===== src/rtl/adaboost_weight_mem_ctrl.sv =====
// Weight-table sequencer for an AdaBoost engine: round-robin arbitration between a
// loader (full-table write) and a compute engine (full-table read) over one weight memory.
module adaboost_weight_mem_ctrl #(
    parameter int DEPTH = 30,
    parameter int W     = 9
) (
    input  logic         clk,
    input  logic         rst_n,
    input  logic         load_req,
    input  logic         load_valid,
    input  logic [W-1:0] load_data,
    output logic         load_ready,
    output logic         load_done,
    input  logic         scan_req,
    output logic         scan_valid,
    output logic [W-1:0] scan_data,
    output logic [4:0]   scan_index,
    output logic         scan_last,
    output logic         busy,
    output logic [4:0]   mem_address,
    output logic         mem_read,
    output logic         mem_write,
    output logic [W-1:0] mem_datain,
    input  logic [W-1:0] mem_dataout
);

    localparam logic [4:0] LAST_IDX = 5'(DEPTH - 1);

    typedef enum logic [1:0] {
        IDLE  = 2'd0,
        LOAD  = 2'd1,
        SCAN  = 2'd2,
        DRAIN = 2'd3
    } state_t;

    typedef enum logic {
        GNT_LOAD = 1'b0,
        GNT_SCAN = 1'b1
    } grant_t;

    state_t     state_q,      state_d;
    logic [4:0] cnt_q,        cnt_d;
    grant_t     last_gnt_q,   last_gnt_d;
    logic       load_done_q,  load_done_d;
    logic       scan_valid_q, scan_valid_d;
    logic [4:0] scan_index_q, scan_index_d;

    // NOTE: state registers use non-blocking assignments so every flop samples
    // pre-edge values; blocking here would create order-dependent simulation.
    always_ff @(posedge clk) begin
        if (!rst_n) begin
            state_q      <= IDLE;
            cnt_q        <= '0;
            last_gnt_q   <= GNT_SCAN;
            load_done_q  <= 1'b0;
            scan_valid_q <= 1'b0;
            scan_index_q <= '0;
        end else begin
            state_q      <= state_d;
            cnt_q        <= cnt_d;
            last_gnt_q   <= last_gnt_d;
            load_done_q  <= load_done_d;
            scan_valid_q <= scan_valid_d;
            scan_index_q <= scan_index_d;
        end
    end

    // NOTE: every signal written below gets a default first, so no path through
    // the case statement leaves one unassigned and no latch is inferred.
    always_comb begin
        state_d      = state_q;
        cnt_d        = cnt_q;
        last_gnt_d   = last_gnt_q;
        load_done_d  = 1'b0;
        scan_valid_d = 1'b0;
        scan_index_d = '0;
        load_ready   = 1'b0;
        mem_read     = 1'b0;
        mem_write    = 1'b0;
        mem_address  = '0;
        mem_datain   = '0;

        unique case (state_q)
            IDLE: begin
                cnt_d = '0;
                // On a tie the requester that was not served last wins.
                if (load_req && (!scan_req || last_gnt_q == GNT_SCAN)) begin
                    state_d    = LOAD;
                    last_gnt_d = GNT_LOAD;
                end else if (scan_req) begin
                    state_d    = SCAN;
                    last_gnt_d = GNT_SCAN;
                end
            end

            LOAD: begin
                load_ready  = 1'b1;
                mem_write   = load_valid;
                mem_address = cnt_q;
                mem_datain  = load_data;
                if (load_valid) begin
                    if (cnt_q == LAST_IDX) begin
                        state_d     = IDLE;
                        cnt_d       = '0;
                        load_done_d = 1'b1;
                    end else begin
                        cnt_d = cnt_q + 5'd1;
                    end
                end
            end

            SCAN: begin
                mem_read     = 1'b1;
                mem_address  = cnt_q;
                scan_valid_d = 1'b1;
                scan_index_d = cnt_q;
                if (cnt_q == LAST_IDX) begin
                    state_d = DRAIN;
                    cnt_d   = '0;
                end else begin
                    cnt_d = cnt_q + 5'd1;
                end
            end

            DRAIN: begin
                state_d = IDLE;
            end

            default: begin
                state_d = IDLE;
                cnt_d   = '0;
            end
        endcase
    end

    // NOTE: weight storage lives outside this block and is deliberately never
    // cleared by reset; only the sequencing state above is reset.
    assign scan_valid = scan_valid_q;
    assign scan_index = scan_index_q;
    assign scan_data  = scan_valid_q ? mem_dataout : '0;
    assign scan_last  = scan_valid_q && (scan_index_q == LAST_IDX);
    assign load_done  = load_done_q;
    assign busy       = (state_q != IDLE);

endmodule


===== config.mk =====
export PLATFORM = sky130hd
export DESIGN_NAME = adaboost_weight_mem_ctrl
export DESIGN_NICKNAME = d
export VERILOG_FILES = /design/src/rtl/adaboost_weight_mem_ctrl.sv
export SDC_FILE = /design/constraint.sdc
export NUM_CORES = 1
export LEC_CHECK = 0
export BUFFER_PORTS_ARGS = -buffer_cell sky130_fd_sc_hd__buf_4
export CAP_MARGIN = 20
export CORE_MARGIN = 1
export CORE_UTILIZATION = 41
export DETAILED_ROUTE_END_ITERATION = 8
export PLACE_DENSITY = 0.79
export SYNTH_ARGS = -nofsm -noshare
export SYNTH_HDL_FRONTEND = slang
export SYNTH_SLANG_ARGS = --single-unit

===== constraint.sdc =====
create_clock -name clk -period 2.2 [get_ports clk]
set_input_delay 0.55 -clock clk [delete_from_list [all_inputs] [get_ports clk]]
set_output_delay 0.55 -clock clk [all_outputs]
set_load 0.02 [all_outputs]

Word-level counts from Yosys, hierarchy flattened

Cells that the tools add are included.

Add/sub/neg operators: 1
Multipliers: 0
Div/mod/pow operators: 0
Order comparisons: 0
Equal/unequal tests: 9
Shift-type cells: 0
Mux-type cells: 18
Bitwise gates (word level): 0
Reduce and logical (&&, ||, !) cells: 14

Operators with widths:

| cell                                                | count |
|---|---|
| two-way mux 9 bit                                   | 2 |
| two-way mux 5 bit                                   | 3 |
| case mux 5 bit (3 select lines)                     | 1 |
| equality test 5 bit, second input constant          | 2 |
| two-way mux 2 bit                                   | 5 |
| case mux 2 bit (4 select lines)                     | 1 |
| two-way mux 1 bit                                   | 6 |
| != test 2 bit, second input constant                | 3 |
| AND reduction 2 bit                                 | 3 |
| adder 5 x 1 -> 5 bit, second input constant         | 1 |
| equality test 2 bit, second input constant          | 2 |
| AND reduction 4 bit                                 | 1 |
| nonzero test 2 bit                                  | 2 |
| != test 3 bit, second input constant                | 1 |
| AND reduction 3 bit                                 | 1 |
| nonzero test 3 bit                                  | 1 |
| equality test 2 x 1 -> 1 bit, second input constant | 1 |
| logical AND 1 bit                                   | 2 |
| logical NOT 2 bit                                   | 1 |
| OR reduction 2 bit                                  | 1 |
| logical NOT 1 bit                                   | 1 |
| logical OR 1 bit                                    | 1 |

Register bits: 15
Bits in latches: 0
Bits in writable memories: 0
Bits in read-only memories: 0
Input bits: 23
Output and inout bits: 35
Word-level logic and storage cells: 48
Memories: 0

Logic depth before layout (Yosys ltp)

Gate-level depths: netlist (run 1).

Depth in word-level cells: 5
Gate-level depth with buffers: 6
Mapped depth without buffers: 6

Worst setup path after synthesis (run 1)

Ideal clock, no wire load.

Path kind: register to output
From: register state_q[1]
To: output port mem_datain[0]
Arrival time: 1.198 ns
Data required time: 1.650 ns
Setup slack: 0.452 ns
Cell stages (with the launch flop): 5
Buffers on the path: 1
Path through: dfxtp_1 inv_1 ha_1 clkbuf_1 and2_1

Word-level cells in the longest chain between the ends: 2

Ends and longest elaborated chain:

| what                         | RTL line | text |
|---|---|---|
| start: declaration           | 41       | `state_t state_q, state_d;` |
| start signal: assignment     | 59       | `state_q <= state_d;` |
| equality test 2 x 1 -> 1 bit | 83       | `unique case (state_q)` |
| two-way mux 9 bit            | 83       |  |
| end: declaration             | 23       | `output logic [W-1:0] mem_datain,` |

Every way passes these cells.

Worst setup path after layout (run 1)

From: register state_q[1]
To: output port mem_address[3]

Word-level cells in the longest chain between the ends: 3
Elaborated cells between the ends (all ways): 4
Classes of those cells: 2 x eq/ne; 1 x mux; 1 x reduce/logical

Ends and longest elaborated chain:

| what                                                                | RTL line | text |
|---|---|---|
| equality test 2 bit or equality test 2 x 1 -> 1 bit (tied branches) | 83       |  |
| OR reduction 2 bit (no source line) *                               | --       |  |
| two-way mux 5 bit *                                                 | 83       |  |
| end: declaration                                                    | 20       | `output logic [4:0] mem_address,` |

Every way passes the cells marked *; elsewhere a longest branch is shown, timed or not.

==> results.md, run 1 <==
- Port Buffers: 57
- DRC violations left: 0
- Synth Warn #: 0
- MaxCap Viol Count: 0
- Detailed Route WL: around 2200 um
- # rows: 16
- Layout Utilization: approximately two thirds
- Unique masters post-synth: 29
- Worst endpoint required time: between 1.5 and 2 ns
- P&R area growth vs syn: 54.0%
- Global route overflow: 0
- PostCTS Resize Cnt: 0
- Fin crit share: a little over nine tenths
- CTS buffer count: 3
- Crit. Startpoint: state_q[1]
- Syn Std Cell Area: slightly below 900 sq um
- Worst Hold Launch: last_gnt_q
- WL/cell: 11.6 um
- Routability cong.: 0.820
- Ant. Diodes: 0
- First-pass GRT wire length: roughly 3100 um
- Slew headroom: 77.0%
- Status: finished clean
- Net count after synthesis: approximately 130
- Post-CTS Setup Bufs: 0
- Minimum clock period: roughly 2.1 ns
- GRT Total Usage: around 20%
- CTS tree: built
- Worst-skew pair later-pin latency: approximately 0.28 ns
- Routed vias/inst: 5.06
- TritonRoute pass-1 iters: 4
- Final nets: approximately 190
- Gate Count Post-Synth: 103
- I/O pin count: 58
- Hold Buf Count CTS: 0
- Root buf cell: clkbuf_4
- Longest Clk Path Bufs: 2
- Number of antenna-violating nets in the routed design: 0
- Leakage Power: 0.671 nW
- Max FO, Critical Path: 10
- Clock Sinks: 15
- Setup-failing EPs final: 0
- CP Data Arrival Time: approximately 1.5 ns
- R2R Path Start: state_q[1]
- Sequential fraction of the synthesis area: about a third
- Post-Place Setup Slack: ~0.36 ns
- Synthesized area per cell: roughly 8.4 sq um
- Final setup slack of the worst path: between 0.1 and 0.15 ns
- Pwr Total: roughly 0.0011 W
- Die width: 48.0 um
- Final-report hold violation count: 0
- Via Count: about 950
- Ratio of cells with drive above 1 in the final layout: between 40% and 50%
- Worst setup EP type: output pin
- DP HPWL: 1800 um
- H-tree depth: 1
- Number of global-route vias before repair: 763
- Max Clock Skew: ~0.00067 ns
- Kind of critical path: reg2out
- Die area: 2310 sq um
- RSZ-0062 raised after global routing: no
- Number of flops mapped to enable cells by yosys: 0
- Worst vdd ir: between 500 and 600 uV
- Power per cell area: slightly above 800 nW/um^2
- Async SR Flop Fraction: 0%
- Antenna violations before repair: 0
- Iteration-0 DRC Markers: 19
- Setup crit start kind: flop
- Core area: 1980 sq um
- Yosys reg bits: 15
- Fmax: between 400 and 500 MHz
- Hold Crit Class: reg2reg
- Setup TNS: 0 ns
- Initial Util: between 40% and 50%
- Final slew viol count: 0
- Die Ht: 48.0 um
- Largest net degree at the start of global routing: 15
- Reg clk slew, reported paths: ~0.09 ns
- Worst Tran Pin Value: 0.344 ns
- Predominant post-synthesis flop cell: dfxtp_1
==> power breakdown <==
group,internal (W),switching (W)
sequential,0.000306,0.0000412
combinational,0.000258,0.000323
clock,0.0000703,0.0000850
==> cell type report <==
type / instances / area [sq um]
fill: 160 / 644
multi-input combinational: 78 / 523
inverter: 7 / 26.3
sequential: 15 / 300
clock buffer: 4 / 26.3
timing repair buffer: 57 / 428
tap: 27 / 33.8
==> cell families after synthesis <==
kind of cell / count (synthesis) / share of synthesized area (%)
flip-flops: 15 / 34.6
AO/OA/AOI/OAI: 12 / 9.80
AND/OR/NAND/NOR: 59 / 40.3
buffers and inverters: 10 / 5.19
adder cells (fa/ha/maj): 7 / 10.1
==> synth_stat cells (3+ instances only) <==
cell type / count / share of area [%]
ha_1: 7 / 10
dfxtp_1: 15 / 35
and3_1: 4 / 2.9
nand4_1: 3 / 2.2
inv_1: 6 / 2.6
and2_1: 23 / 17
or3_2: 3 / 2.6
a31oi_1: 3 / 2.2
nand3_1: 3 / 1.7
nand2_1: 10 / 4.3
nor2_1: 3 / 1.3
==> worst max-delay path, stage by stage (launching register included) <==
cell and delay [ns]:
dfxtp_1 0.39, inv_1 0.11, ha_1 0.41, and2_1 0.20, buf_4 0.15
==> registers in the layout (all words and copies together), names as in the netlist <==
signal / flops
state_q: 2
load_done: 1
scan_valid: 1
scan_index: 5
cnt_q: 5
last_gnt_q: 1
==> stage by stage <==
step | area, sq um | hold WS, ns | cells
5_1_grt | 1340 | 0.537 | 188
4_1_cts | 1340 | 0.511 | 188
3_3_place_gp | 1310 | 0.472 | 184
2_1_floorplan | 868 | 0.456 | 103
6_report | 1340 | 0.510 | 188
3_5_place_dp | 1310 | 0.491 | 184
==> per-layer routing <==
metal / wire length, um / global-route usage [%]
met1: 834 / 21.0
met2: 1090 / 36.5
met3: 220 / 4.15
met4: 36 / 10.0
met5: 0 / 0
==> worst paths after layout <==
kind | to | slack, ns | cells after the start
setup / recovery | mem_address[3] | 0.11 | 4
hold / removal | last_gnt_q | 0.51 | 1
setup reg to reg | state_q[0] | 0.33 | 5
hold reg to reg | last_gnt_q | 0.51 | 1
==> cell usage in the layout, fill, tap and decap left out, drive strengths merged, types with 2 or more instances in the layout <==
cell / synthesis / layout
buf: 1 / 57
and2: 24 / 24
dfxtp: 15 / 15
nand2: 10 / 10
ha: 7 / 7
inv: 6 / 6
and3: 4 / 4
nand4: 4 / 4
clkbuf: 2 / 4
or3: 3 / 3
nor2: 3 / 3
nand3: 3 / 3
a31oi: 3 / 3
nor3b: 2 / 2
a21oi: 2 / 2
o22ai: 2 / 2
or4: 2 / 2
a221o: 2 / 2
(Power assumes the default switching activity.)
==> inputs of run 2 (changes only) <==
- CORE_MARGIN: 1 -> 5
==> results.md, run 2 (synthesis gave the netlist of run 1 again) <==
- First-pass GRT wire length: between 3000 and 4000 um
- Ant. Diodes: 0
- Via Count: ~950
- Most frequent cells in the layout: buf_4, and2_1, dfxtp_1
- CP Data Arrival Time: around 1.5 ns
- CTS buffer count: 3
- Final setup slack of the worst path: about 0.16 ns
- Worst vdd ir: roughly 470 uV
- Power per cell area: between 800 and 900 nW/um^2
- MaxCap Viol Count: 0
- Core area: 1980 sq um
- Ratio of cells with drive above 1 in the final layout: a little over two fifths
- Final slew viol count: 0
- GRT Total Usage: approximately 16%
- Slew headroom: between 70 and 80%
- R2R Path Start: state_q[1]
- Fmax: approximately 490 MHz
- Final-report hold violation count: 0
- DP HPWL: about 2000 um
- Register-to-register setup slack: 0.36 ns
- Post-Place Setup Slack: 0.361 ns
- Iteration-0 DRC Markers: 19
- Antenna violations before repair: 0
- Fill cells: 169
- Delay of the slowest critical-path stage: 0.37 ns
- Max Clock Skew: 0.0143 ns
- Worst Hold Launch: rst_n
- CP max-delay cell: ha_1
- Root buf cell: clkbuf_4
- DRC violations left: 0
- Kind of critical path: reg2out
- Worst setup EP type: output pin
- Worst-skew pair later-pin latency: 0.31 ns
- Worst endpoint required time: around 1.7 ns
- Hold EP: load_done
- Status: finished clean
- Clock Sinks: 15
- Largest net degree at the start of global routing: 15
- RSZ-0062 raised after global routing: no
- R2R depth: 5
- # rows: 16
- Pwr Total: 0.00111 W
- WL/cell: roughly 13 um
- Post-Layout Inst Area: 1340 sq um
- Worst-path cell chain: inv_1 > ha_1 > and2_2 > buf_4
- Reg clk slew, reported paths: between 0.1 and 0.15 ns
- Most common cell after layout, fill and taps aside: buf_4
- Setup-failing EPs final: 0
- Routability cong.: about 0.76
- Setup crit start kind: flop
- H-tree depth: 1
- Number of antenna-violating nets in the routed design: 0
- Hold path depth: 3
- Reg-to-Reg End: cnt_q[4]
- CTS tree: built
- Global route overflow: 0
- Final nets: 192
- Setup TNS: 0 ns
- Die Ht: around 56 um
- Routed vias/inst: 5.06
- Die width: 56.0 um
- Initial Util: between 40 and 50%
- P&R area growth vs syn: 54.8%
- Fin crit share: 92.9%
- Die area: around 3100 sq um
- DP Area: around 1300 sq um
- Number of global-route vias before repair: 905
- Longest Clk Path Bufs: 2
- Max FO, Critical Path: 14
- Hold Crit Class: in2reg
- Worst Tran Pin Value: 0.345 ns
- Leakage Power: 0.668 nW
- Detailed Route WL: between 2000 and 2500 um
- Minimum clock period: 2.04 ns
- I/O pin count: 58
- Port Buffers: 57
- TritonRoute pass-1 iters: 4
-- run 2: changes by cell type in the layout (fill, tap and decap cells not counted) --
cell,delta
clkbuf_1,-1
clkinvlp_4,+1
ha_1,-1
ha_2,+1
-- run 2: critical path: cells and delay by family (launching register included) --
| family | cells | cell delay [ns] |
|---|---|---|
| buf+inv | 2 | 0.25 |
| simple gates | 1 | 0.23 |
| fa+ha+maj | 1 | 0.37 |
| flops | 1 | 0.35 |
-- run 2: worst max-delay path by stage --
stage          startpoint             end  cells past startpoint
4_1_cts        state_q[0]  mem_address[2]                      4
5_1_grt        state_q[1]       mem_write                      4
3_5_place_dp   state_q[1]        cnt_q[4]                      5
3_3_place_gp   state_q[1]      state_q[0]                      5
2_1_floorplan  state_q[1]   mem_datain[0]                      4
6_report       state_q[1]       mem_write                      4
-- run 2: metrics by stage --
step	instances	utilization [%]	hold WS [ns]
floorplan	103	-	0.456
CTS	188	67.7	0.509
global placement	184	66.2	0.472
finish	188	67.8	0.504
detailed placement	184	66.2	0.492
global route	188	67.8	0.505
-- run 2: cell type report --
type / count / area (sq um) / area share (%)
clock inverter: 1 / 7.51 / 0.559
multi-input combinational: 78 / 526 / 39.1
clock buffer: 3 / 22.5 / 1.68
sequential: 15 / 300 / 22.3
inverter: 7 / 26.3 / 1.96
tap: 27 / 33.8 / 2.51
timing repair buffer: 57 / 428 / 31.8
-- run 2: where the power goes --
group,internal [W],total (W),switching (W)
Clock,0.0000695,0.000174,0.000104
Sequential,0.000306,0.000348,0.0000412
Combinational,0.000262,0.000586,0.000324
-- run 2: per-layer routing --
metal / vias to the layer above / GRT usage, % / routed length (um)
met5: - / 0 / 0
met4: 0 / 10.2 / 71
met3: 7 / 5.34 / 287
met2: 59 / 26.5 / 1120
met1: 412 / 17.1 / 968
li1: 474 / - / -
-- run 2: repair_timing --
action,CTS,global route
resized for setup,0,1
hold endpoints to repair,0,0
hold buffers,0,0
setup buffers,0,0
endpoints found under the setup margin,0,5
==> inputs of run 3 (changes only) <==
- CELL_PAD_IN_SITES_DETAIL_PLACEMENT: not set -> 1
- CELL_PAD_IN_SITES_GLOBAL_PLACEMENT: not set -> 1
- CORE_UTILIZATION: 41 -> 30
- MAX_ROUTING_LAYER: not set -> met4
- PLACE_DENSITY: 0.79 -> not set
- PLACE_DENSITY_LB_ADDON: not set -> 0.1
- clock period: 2.2 -> 2.45 ns (I/O delays scaled with it)
==> results.md, run 3 (synthesis gave the netlist of run 1 again) <==
- CP Data Arrival Time: approximately 1.6 ns
- Core area: roughly 2800 sq um
- Port Buffers: 57
- RSZ-0062 raised after global routing: no
- DP HPWL: between 2000 and 2500 um
- Post-CTS Setup Bufs: 0
- Detailed Route WL: 2960 um
- Logic pwr share: between 50% and 60%
- Initial Util: approximately a third
- Sw Share: between 40% and 50%
- Most frequent cells in the layout: buf_4, and2_1, dfxtp_1
- R2R Path Start: state_q[1]
- Placed cell count: 188
- Ratio of cells with drive above 1 in the final layout: between 40% and 50%
- Slew headroom: 76.2%
- Sw power: between 0.0004 and 0.0005 W
- Hold EP: last_gnt_q
- R2R depth: 5
- Status: finished clean
- H-tree depth: 1
- Max Clock Skew: between 0.0015 and 0.002 ns
- TritonRoute pass-1 iters: 3
- Worst Hold Launch: last_gnt_q
- Met3 Usage GRT: roughly 4.2%
- Reg-to-Reg End: state_q[0]
- Routability cong.: 0.690
- Gr busiest metal: met2
- Die width: between 60 and 70 um
- Register-to-register setup slack: about 0.58 ns
- Final slew viol count: 0
- Worst Tran Pin Value: about 0.36 ns
- Final nets: around 190
- # rows: 19
- GRT Total Usage: ~15%
- Max FO, Critical Path: 10
- Sequential power share: a little under a third
- P_int: ~0.00057 W
- Fmax: 460 MHz
- Clock power share: 13.9%
- Final-report hold violation count: 0
- First-pass GRT wire length: ~5000 um
- Worst-skew pair later-pin latency: 0.27 ns
- Antenna violations before repair: 0
- Setup-failing EPs final: 0
- Setup crit start kind: flop
- Root buf cell: clkbuf_4
- Grt met2 use: 24.0%
- Hold Crit Class: reg2reg
- CTS tree: built
- Fin crit share: between 80% and 90%
- Leakage Power: 0.671 nW
- Clock Sinks: 15
- Largest net degree at the start of global routing: 15
- Final setup slack of the worst path: between 0.2 and 0.3 ns
- GR Util met1: approximately 19%
- Longest Clk Path Bufs: 2
- Worst setup EP type: output pin
- Number of global-route vias before repair: 1012
- Worst endpoint required time: about 1.8 ns
- DRC violations left: 0
- Final instance count without filler cells: approximately 190
- Ant. Diodes: 0
- CTS buffer count: 3
- MaxCap Viol Count: 0
- WL/cell: approximately 15 um
- Via Count: 962
- PostCTS Resize Cnt: 0
- Routed vias/inst: 5.01
- Die area: just over 4000 sq um
- P&R area growth vs syn: 54.6%
- Iteration-0 DRC Markers: 23
- Post-Place Setup Slack: roughly 0.58 ns
- Most common cell after layout, fill and taps aside: buf_4
- Number of antenna-violating nets in the routed design: 0
- Global route overflow: 0
- Die Ht: 63.8 um
- Setup TNS: 0 ns
- Worst vdd ir: between 400 and 500 uV
- Power per cell area: around 740 nW/um^2
- Hold Buf Count CTS: 0
- Layout Utilization: approximately half
- I/O pin count: between 50 and 60
- Kind of critical path: reg2out
- Hold path depth: 1
- Minimum clock period: between 2 and 2.5 ns
- Reg clk slew, reported paths: 0.09 ns
## run 3: critical path, stage by stage, from the launching register on
cell and delay, ns:
dfxtp_1 0.39, inv_1 0.10, ha_1 0.43, and2_1 0.21, buf_4 0.15
## run 3: layout make-up
class                   instances  area [sq um]
inverters                       7          26.3
fillers                       357          1420
flip-flops and latches         15           300
multi-input cells              78           523
repair buffers                 57           428
well taps                      31          38.8
clock buffers                   4          26.3
## run 3: worst max path at each step
stage / start / depth (start not counted) / end
floorplan: state_q[1] / 4 / mem_datain[0]
global placement: state_q[0] / 4 / mem_address[1]
detailed placement: state_q[1] / 5 / state_q[0]
CTS: state_q[0] / 4 / mem_address[0]
global route: state_q[0] / 4 / mem_address[1]
finish: state_q[0] / 4 / mem_address[0]
## run 3: power by group through the flow
stage	clock network (W)	registers [W]	logic, W
floorplan	0	0.000314	0.000338
global placement	0	0.000315	0.000525
detailed placement	0	0.000321	0.000541
CTS	0.000146	0.000316	0.000547
global route	0.000155	0.000323	0.000594
finish	0.000137	0.000316	0.000537
## run 3: through the flow
| stage | cell area [sq um] | total power, W | hold WS, ns |
|---|---|---|---|
| 3_5_place_dp | 1320 | 0.000862 | 0.481 |
| 3_3_place_gp | 1320 | 0.000841 | 0.480 |
| 2_1_floorplan | 868 | 0.000652 | 0.456 |
| 6_report | 1340 | 0.000990 | 0.504 |
| 4_1_cts | 1340 | 0.00101 | 0.509 |
| 5_1_grt | 1340 | 0.00107 | 0.552 |
## run 3: routing by layer
metal	vias to the layer above	share of wire, %
met3	2	9.0
met2	53	46
met5	-	0
met4	0	0.64
li1	470	-
met1	437	44
